File: config.mk
export PLATFORM = sky130hd
export DESIGN_NAME = inst_buffer
export DESIGN_NICKNAME = d
export VERILOG_FILES = /design/src/rtl/inst_buffer.sv
export SDC_FILE = /design/constraint.sdc
export NUM_CORES = 2
export LEC_CHECK = 0
export CORE_MARGIN = 2
export CORE_UTILIZATION = 45
export CTS_CLUSTER_SIZE = 30
export DETAILED_ROUTE_END_ITERATION = 8
export PLACE_DENSITY = 0.69
export RECOVER_POWER = 25
export SETUP_SLACK_MARGIN = 0.5
export SLEW_MARGIN = 20
export SYNTH_ARGS = -nofsm -noshare
export SYNTH_HDL_FRONTEND = slang
export SYNTH_SLANG_ARGS = --single-unit
File: constraint.sdc
create_clock -name clk -period 13.3 [get_ports clk]
set_input_delay 2.66 -clock clk [delete_from_list [all_inputs] [get_ports clk]]
set_output_delay 2.66 -clock clk [all_outputs]
set_load 0.005 [all_outputs]
File: src/rtl/inst_buffer.sv
// Dual-issue instruction FIFO between fetch and the two-wide decoder.
// Optional performance counters are enabled with `define IBUF_PERF_CNT_EN.
module inst_buffer #(
    parameter int unsigned DEPTH = 16,
    localparam int unsigned PTR_W = $clog2(DEPTH)
) (
    input  logic                  clk,
    input  logic                  rst,
    input  logic                  flush,
    input  logic                  pause_buffer,
    input  logic [1:0]            fetch_valid,
    input  logic [1:0][31:0]      fetch_pc,
    input  logic [1:0][31:0]      fetch_inst,
    input  logic [1:0][1:0]       fetch_is_exception,
    input  logic [1:0][1:0][6:0]  fetch_exception_cause,
    output logic                  fetch_ready,
    output logic [1:0]            dec_valid,
    output logic [1:0][31:0]      dec_pc,
    output logic [1:0][31:0]      dec_inst,
    output logic [1:0][1:0]       dec_is_exception,
    output logic [1:0][1:0][6:0]  dec_exception_cause,
    input  logic [1:0]            dec_consume,
    output logic [PTR_W:0]        count
`ifdef IBUF_PERF_CNT_EN
    ,
    output logic [31:0]           perf_full_cycles,
    output logic [31:0]           perf_empty_cycles,
    output logic [31:0]           perf_stall_cycles
`endif
);

    localparam logic [PTR_W:0] LVL_FULL  = (PTR_W + 1)'(DEPTH);
    localparam logic [PTR_W:0] LVL_READY = (PTR_W + 1)'(DEPTH - 2);
    localparam logic [PTR_W:0] LVL_TWO   = (PTR_W + 1)'(2);
    localparam logic [PTR_W-1:0] IDX_ONE = {{(PTR_W - 1){1'b0}}, 1'b1};

    logic [31:0]     r_pc    [DEPTH];
    logic [31:0]     r_inst  [DEPTH];
    logic [1:0]      r_exc   [DEPTH];
    logic [1:0][6:0] r_cause [DEPTH];

    logic [PTR_W:0]   r_wr_ptr;
    logic [PTR_W:0]   r_rd_ptr;
    logic [PTR_W:0]   w_count;
    logic             w_push_en;
    logic             w_wr_en0;
    logic             w_wr_en1;
    logic [1:0]       w_push_n;
    logic [1:0]       w_nvalid;
    logic [1:0]       w_pop_n;
    logic [PTR_W-1:0] w_wr_idx0;
    logic [PTR_W-1:0] w_wr_idx1;
    logic [PTR_W-1:0] w_rd_idx0;
    logic [PTR_W-1:0] w_rd_idx1;

    logic [31:0]      w_slot0_pc;
    logic [31:0]      w_slot0_inst;
    logic [1:0]       w_slot0_exc;
    logic [1:0][6:0]  w_slot0_cause;

    assign w_count     = r_wr_ptr - r_rd_ptr;
    assign count       = w_count;
    assign fetch_ready = (w_count <= LVL_READY);

    // Write side: valid lanes are packed so the oldest valid lane lands at wr_ptr.
    assign w_push_en = fetch_ready & ~flush;
    assign w_wr_en0  = w_push_en & (|fetch_valid);
    assign w_wr_en1  = w_push_en & (&fetch_valid);
    assign w_push_n  = w_push_en ? {fetch_valid[0] & fetch_valid[1],
                                    fetch_valid[0] ^ fetch_valid[1]} : 2'd0;
    assign w_wr_idx0 = r_wr_ptr[PTR_W-1:0];
    assign w_wr_idx1 = w_wr_idx0 + IDX_ONE;

    assign w_slot0_pc    = fetch_valid[0] ? fetch_pc[0]              : fetch_pc[1];
    assign w_slot0_inst  = fetch_valid[0] ? fetch_inst[0]            : fetch_inst[1];
    assign w_slot0_exc   = fetch_valid[0] ? fetch_is_exception[0]    : fetch_is_exception[1];
    assign w_slot0_cause = fetch_valid[0] ? fetch_exception_cause[0] : fetch_exception_cause[1];

    always_ff @(posedge clk) begin
        if (w_wr_en0) begin
            r_pc[w_wr_idx0]    <= w_slot0_pc;
            r_inst[w_wr_idx0]  <= w_slot0_inst;
            r_exc[w_wr_idx0]   <= w_slot0_exc;
            r_cause[w_wr_idx0] <= w_slot0_cause;
        end
        if (w_wr_en1) begin
            r_pc[w_wr_idx1]    <= fetch_pc[1];
            r_inst[w_wr_idx1]  <= fetch_inst[1];
            r_exc[w_wr_idx1]   <= fetch_is_exception[1];
            r_cause[w_wr_idx1] <= fetch_exception_cause[1];
        end
    end

    // Read side
    assign w_rd_idx0 = r_rd_ptr[PTR_W-1:0];
    assign w_rd_idx1 = w_rd_idx0 + IDX_ONE;

    assign dec_valid[0] = (w_count != '0) & ~pause_buffer & ~flush;
    assign dec_valid[1] = (w_count >= LVL_TWO) & ~pause_buffer & ~flush;

    assign dec_pc[0]              = r_pc[w_rd_idx0];
    assign dec_pc[1]              = r_pc[w_rd_idx1];
    assign dec_inst[0]            = r_inst[w_rd_idx0];
    assign dec_inst[1]            = r_inst[w_rd_idx1];
    assign dec_is_exception[0]    = r_exc[w_rd_idx0];
    assign dec_is_exception[1]    = r_exc[w_rd_idx1];
    assign dec_exception_cause[0] = r_cause[w_rd_idx0];
    assign dec_exception_cause[1] = r_cause[w_rd_idx1];

    // dec_valid is thermometer coded, so its popcount is a simple remap.
    assign w_nvalid = {dec_valid[1], dec_valid[0] & ~dec_valid[1]};
    assign w_pop_n  = (dec_consume > w_nvalid) ? w_nvalid : dec_consume;

    always_ff @(posedge clk) begin
        if (!rst) begin
            r_wr_ptr <= '0;
            r_rd_ptr <= '0;
        end else if (flush) begin
            r_wr_ptr <= '0;
            r_rd_ptr <= '0;
        end else begin
            r_wr_ptr <= r_wr_ptr + {{(PTR_W - 1){1'b0}}, w_push_n};
            r_rd_ptr <= r_rd_ptr + {{(PTR_W - 1){1'b0}}, w_pop_n};
        end
    end

`ifdef IBUF_PERF_CNT_EN
    logic [31:0] r_perf_full;
    logic [31:0] r_perf_empty;
    logic [31:0] r_perf_stall;

    always_ff @(posedge clk) begin
        if (!rst) begin
            r_perf_full  <= '0;
            r_perf_empty <= '0;
            r_perf_stall <= '0;
        end else begin
            if ((w_count == LVL_FULL) && (r_perf_full != '1)) begin
                r_perf_full <= r_perf_full + 32'd1;
            end
            if ((w_count == '0) && !flush && (r_perf_empty != '1)) begin
                r_perf_empty <= r_perf_empty + 32'd1;
            end
            if ((|fetch_valid) && !fetch_ready && (r_perf_stall != '1)) begin
                r_perf_stall <= r_perf_stall + 32'd1;
            end
        end
    end

    assign perf_full_cycles  = r_perf_full;
    assign perf_empty_cycles = r_perf_empty;
    assign perf_stall_cycles = r_perf_stall;
`endif

endmodule

**Word level (Yosys, flattened, before mapping)**

Memory sizes are Yosys's and may differ from the RTL's. A register that Yosys moved wholly into a read port is not among the register bits.
Index checks and enable logic that the tools add are counted.

- Output and inout bits: 168
- Memories: 4
- Latch bits: 0
- Flip-flop bits (word level): 10
- Input port bits: 168
- ROM bits: 0
- RAM bits: 1280

- Reduce and logical (&&, ||, !) cells: 4
- Multipliers: 0
- Mux-type cells: 14
- Div/mod/pow operators: 0
- Shifts and indexed selects: 0
- Equal/unequal tests: 0
- $add $sub $neg: 5
- Bitwise logic cells: 14
- $lt $le $gt $ge: 3

Memories:

| name | words | width | read ports | clocked after memory_dff | write ports | line | RTL |
|---|---|---|---|---|---|---|---|
| r_inst | 16 | 32 | 2 | 1 | 2 | 38 | `logic [31:0] r_inst [DEPTH];` |
| r_pc | 16 | 32 | 2 | 1 | 2 | 37 | `logic [31:0] r_pc [DEPTH];` |
| r_cause | 16 | 14 | 2 | 1 | 2 | 40 | `logic [1:0][6:0] r_cause [DEPTH];` |
| r_exc | 16 | 2 | 2 | 1 | 2 | 39 | `logic [1:0] r_exc [DEPTH];` |

Operators with widths:

| cell | number |
|---|---|
| 32-bit two-way mux | 2 |
| 4-bit two-way mux | 4 |
| 14-bit two-way mux | 1 |
| 5-bit by 2-bit adder with 5-bit output | 2 |
| 1-bit AND | 9 |
| 4-bit by 1-bit adder with 4-bit output, second input constant | 2 |
| 2-bit two-way mux | 3 |
| 5-bit by 2-bit >= comparator with 1-bit output, second input constant | 1 |
| 5-bit by 4-bit less-or-equal comparator with 1-bit output, second input constant | 1 |
| 5-bit nonzero test | 1 |
| 5-bit subtractor | 1 |
| 1-bit two-way mux | 4 |
| 1-bit NOT | 4 |
| 2-bit OR reduction | 2 |
| 2-bit > comparator | 1 |
| 2-bit AND reduction | 1 |
| 1-bit XOR | 1 |

**Longest topological paths before layout**

- Word-level depth: 10
- Depth in mapped cells: 22
- Depth with buffers taken out: 19

**Worst setup path after synthesis**

No wires, ideal clock.

- Path type: input port to flip-flop
- Start point: in fetch_valid[0]
- End point: mem r_cause[12][0] in the netlist's numbering (enable)
- Required time: 12.667 ns
- Arrival time: 9.845 ns
- Stages: 7
- Setup slack: 2.822 ns
- Buffers on the path: 2
- Cells stage by stage: clkbuf_1 -> clkbuf_1 -> inv_1 -> ha_1 -> nor4_1 -> a21oi_1 -> nor3b_1

RTL lines:

| item | line | RTL |
|---|---|---|
| from (decl) | 11 | `input logic [1:0] fetch_valid,` |
| to (decl) | 40 |  |

==> results.md <==
* Outcome: finished with violations
* Post-synth top area share at 50.9%
* Total GRT Usage at 28.0%
* Final Hold Fails at 0
* Postcts setup bufs at 0
* DP HPWL at 128 mm
* Required @ worst endpoint at 13.60 ns
* Post-synth EDFFs at 1,280
* Number of global-route vias before repair at 45,153
* Worst-path fanout max at 31
* Post-CTS sizing at 0
* Period utilisation layout at 78.0%
* DR WL/cell at 36.7 um
* Clk buf depth at 3
* Cts bufs inserted at 149
* Area of placed instances at 80,200 sq um
* Tightest Pin Transition at 4.52 ns
* CP Class: input pin to flop
* Synth Flop Type: edfxtp_1
* Num rows at 150
* Register area share after synthesis at 51.2%
* Setup TNS at 0 ns
* Worst-Skew Late Latency at 0.78 ns
* Combinational share of power at 12.8%
* Clock sinks at approximately 1,300
* Startpoint class of the critical path: input pin
* Max-cap violations at 25
* Critical Path Max Stage Delay at 2.40 ns
* Max Clock Freq at slightly below 100 MHz
* H-tree depth at 4
* Fin nets at approximately 4,400
* PortBufs at approximately 340
* Yosys reg bits at 1,290
* Worst Path Buf+Inv at 4
* Avg Inst Size Synth at between 15 and 20 sq um
* Initial core utilization at 45.3%
* CP max stage cell: clkbuf_1
* Cts hold-fix bufs at 0
* Cell count after synthesis at 4,089
* Worst min path class: flop to flop
* Synth warn at 0
* Slew Limit Fails at 729
* Cell Pwr Density at between 100 and 150 nW/um^2
* CP endpoint kind: flop
* Synth async-reset ratio at 0%
* Switching power at about 2.3 mW
* CP most frequent cell: clkbuf_1
* GR Overflow Total at 0
* Filler cells at ~13,000
* Final setup fails at 0
* Clock transition at path regs at 0.05 ns
* Initial drt markers at roughly 5,600
* Routed via count at 44,178
* Fin area at between 80,000 and 90,000 sq um
* Net Sw Frac at 23.4%
* Largest net degree at the start of global routing at 131
* TritonCTS clock tree: yes
* Die area at 171,000 sq um
* Die height at 414 um
* Clock power share at 40.5%
* Core Region at 167,000 sq um
* Post-Route WL at 239 mm
* Antenna viol nets, final at 0
* Worst EP arrival at around 11 ns
* Period minus WS final at 10.37 ns
* CP Cell Sequence: clkbuf_1, clkbuf_1, inv_1, ha_1, a21oi_1, and4_1, clkbuf_1
* Mapped Nets at 4,274
* Unique masters post-synth at 44
* P_leak at 25.7 nW
* First-pass GRT wire length at approximately 340 mm
* Gpl congestion at 0.807
* DRC at 0
* Vias/cell at 6.78
* Family with the most delay on the worst path: buffers and inverters
* Area Growth Syn to Fin at 12.1%
* Die X-Extent at 414 um
* RSZ-0062 raised after global routing: no
* Peak VDD IR at 136 uV
* Int Power at 7.51 mW
* I/O pin total at 336
* Initial antenna violation count at 18
* Clock root cell: clkbuf_16
* Largest area contributor in the netlist: edfxtp_1
* Clock Skew at 0.0261 ns
* DR pass1 iterations at 5
* Synthesized area at 75,500 sq um
* Failing checks: capacitance limit, slew limit
* Final Hold Slack at approximately 0.51 ns
* Largest cells by area after synthesis: edfxtp_1 (51%), mux4_2 (24%), mux2_2 (18%), mux2_1 (2.0%), clkbuf_1 (1.6%)
* Share of post-route cells with drive strength above 1 at 52.6%
* Max-slew headroom at -201%
* Seq pwr share at 46.7%
## cell families (layout without fill, tap and decap cells)
family	count (synthesis)	count (layout)	share of synthesized area, %
flops	1290	1290	51.2
xor+xnor	10	10	0.116
other cells	0	6	0
simple gates	87	87	0.820
buf+inv	508	728	3.30
mux	2161	2161	44.2
compound gates	16	16	0.118
fa+ha+maj	17	17	0.312
## power groups by stage
stage                     Sequential [mW]  Clock [mW]  Combinational [mW]
after global routing                 4.58        4.17                1.34
after detailed placement             4.66           0                1.26
after CTS                            4.58        4.04                1.27
after floorplan                      4.65           0               0.818
final                                4.58        3.97                1.26
after global placement               4.66           0                1.24
## cell usage in the layout, fill, tap and decap left out, types with 6 or more instances in the layout
master           netlist  final
nor3_2                 0      6
mux4_2               800    800
mux2_2              1225   1167
ha_1                  14     13
mux2_1               136    194
nor2_1                21     18
clkdlybuf4s50_1        0    334
diode_2                0      6
dfxtp_1               10      8
a21oi_1               12     12
clkinv_2               0     16
clkbuf_1             325     62
clkinv_1               1     40
clkbuf_16              0    154
edfxtp_1            1280   1280
nand3_1                7      6
buf_4                  8     81
nor4_1                 2     10
inv_1                 14     14
bufinv_16              0      8
## path summary, 6_finish.rpt
check | start | end | slack [ns] | cells after the start
max | fetch_valid[0] | r_inst[3][13] | 2.93 | 7
min | r_wr_ptr[4] | r_wr_ptr[4] | 0.51 | 2
max reg2reg | r_rd_ptr[0] | r_inst[11][27] | 5.37 | 10
min reg2reg | r_wr_ptr[4] | r_wr_ptr[4] | 0.51 | 2
## through the flow
step	power, mW	std cells	util (%)	setup slack, ns
2_1_floorplan	5.47	4089	-	2.82
3_5_place_dp	5.92	6243	48.1	5.84
6_report	9.81	6519	50.7	2.93
4_1_cts	9.88	6510	50.8	5.02
5_1_grt	10.1	6517	50.7	2.71
3_3_place_gp	5.90	6242	48.1	5.93
## sequential cells by signal, summed over array words and instances (netlist names)
register  flops
r_pc        512
r_exc        32
r_wr_ptr      5
r_cause     224
r_inst      512
r_rd_ptr      5
## layer usage
layer  part of all wire, %  track usage, %
met5                 0.015               0
met4                   3.4            9.21
met3                   9.3            5.61
met2                    49            45.9
met1                    38            37.5
## worst register-to-register path: stages, from the launching register on
cell      delay, ns
dfxtp_1        1.35
ha_1           0.38
inv_1          0.06
fa_1           0.40
xnor2_1        0.23
inv_1          0.13
and4_2         0.26
or2_0          0.56
nor4_1         0.51
clkbuf_1       3.20
mux2_2         0.59
## synthesized netlist by cell type, types with 5 or more instances
cell type	number
edfxtp_1	1280
mux2_2	1225
mux4_2	800
clkbuf_1	325
mux2_1	136
buf_6	67
buf_1	49
buf_2	42
nor2_1	21
ha_1	14
inv_1	14
a21oi_1	12
nor3_1	11
dfxtp_1	10
nor4_4	9
buf_4	8
nand3_1	7
xnor2_1	6
and2_1	5
nand2_1	5
## cell type report
cell class                 instances  area (sq um)  area share, %
timing repair buffer             444          4170           4.93
clock buffer                     193          4000           4.73
sequential                      1290         38600           45.7
inverter                          17          71.3         0.0843
multi-input combinational       2291         34400           40.6
antenna                            6          15.0         0.0177
clock inverter                    74           607          0.717
tap                             2204          2760           3.26
Note: power is estimated with default switching activity, not from simulation.
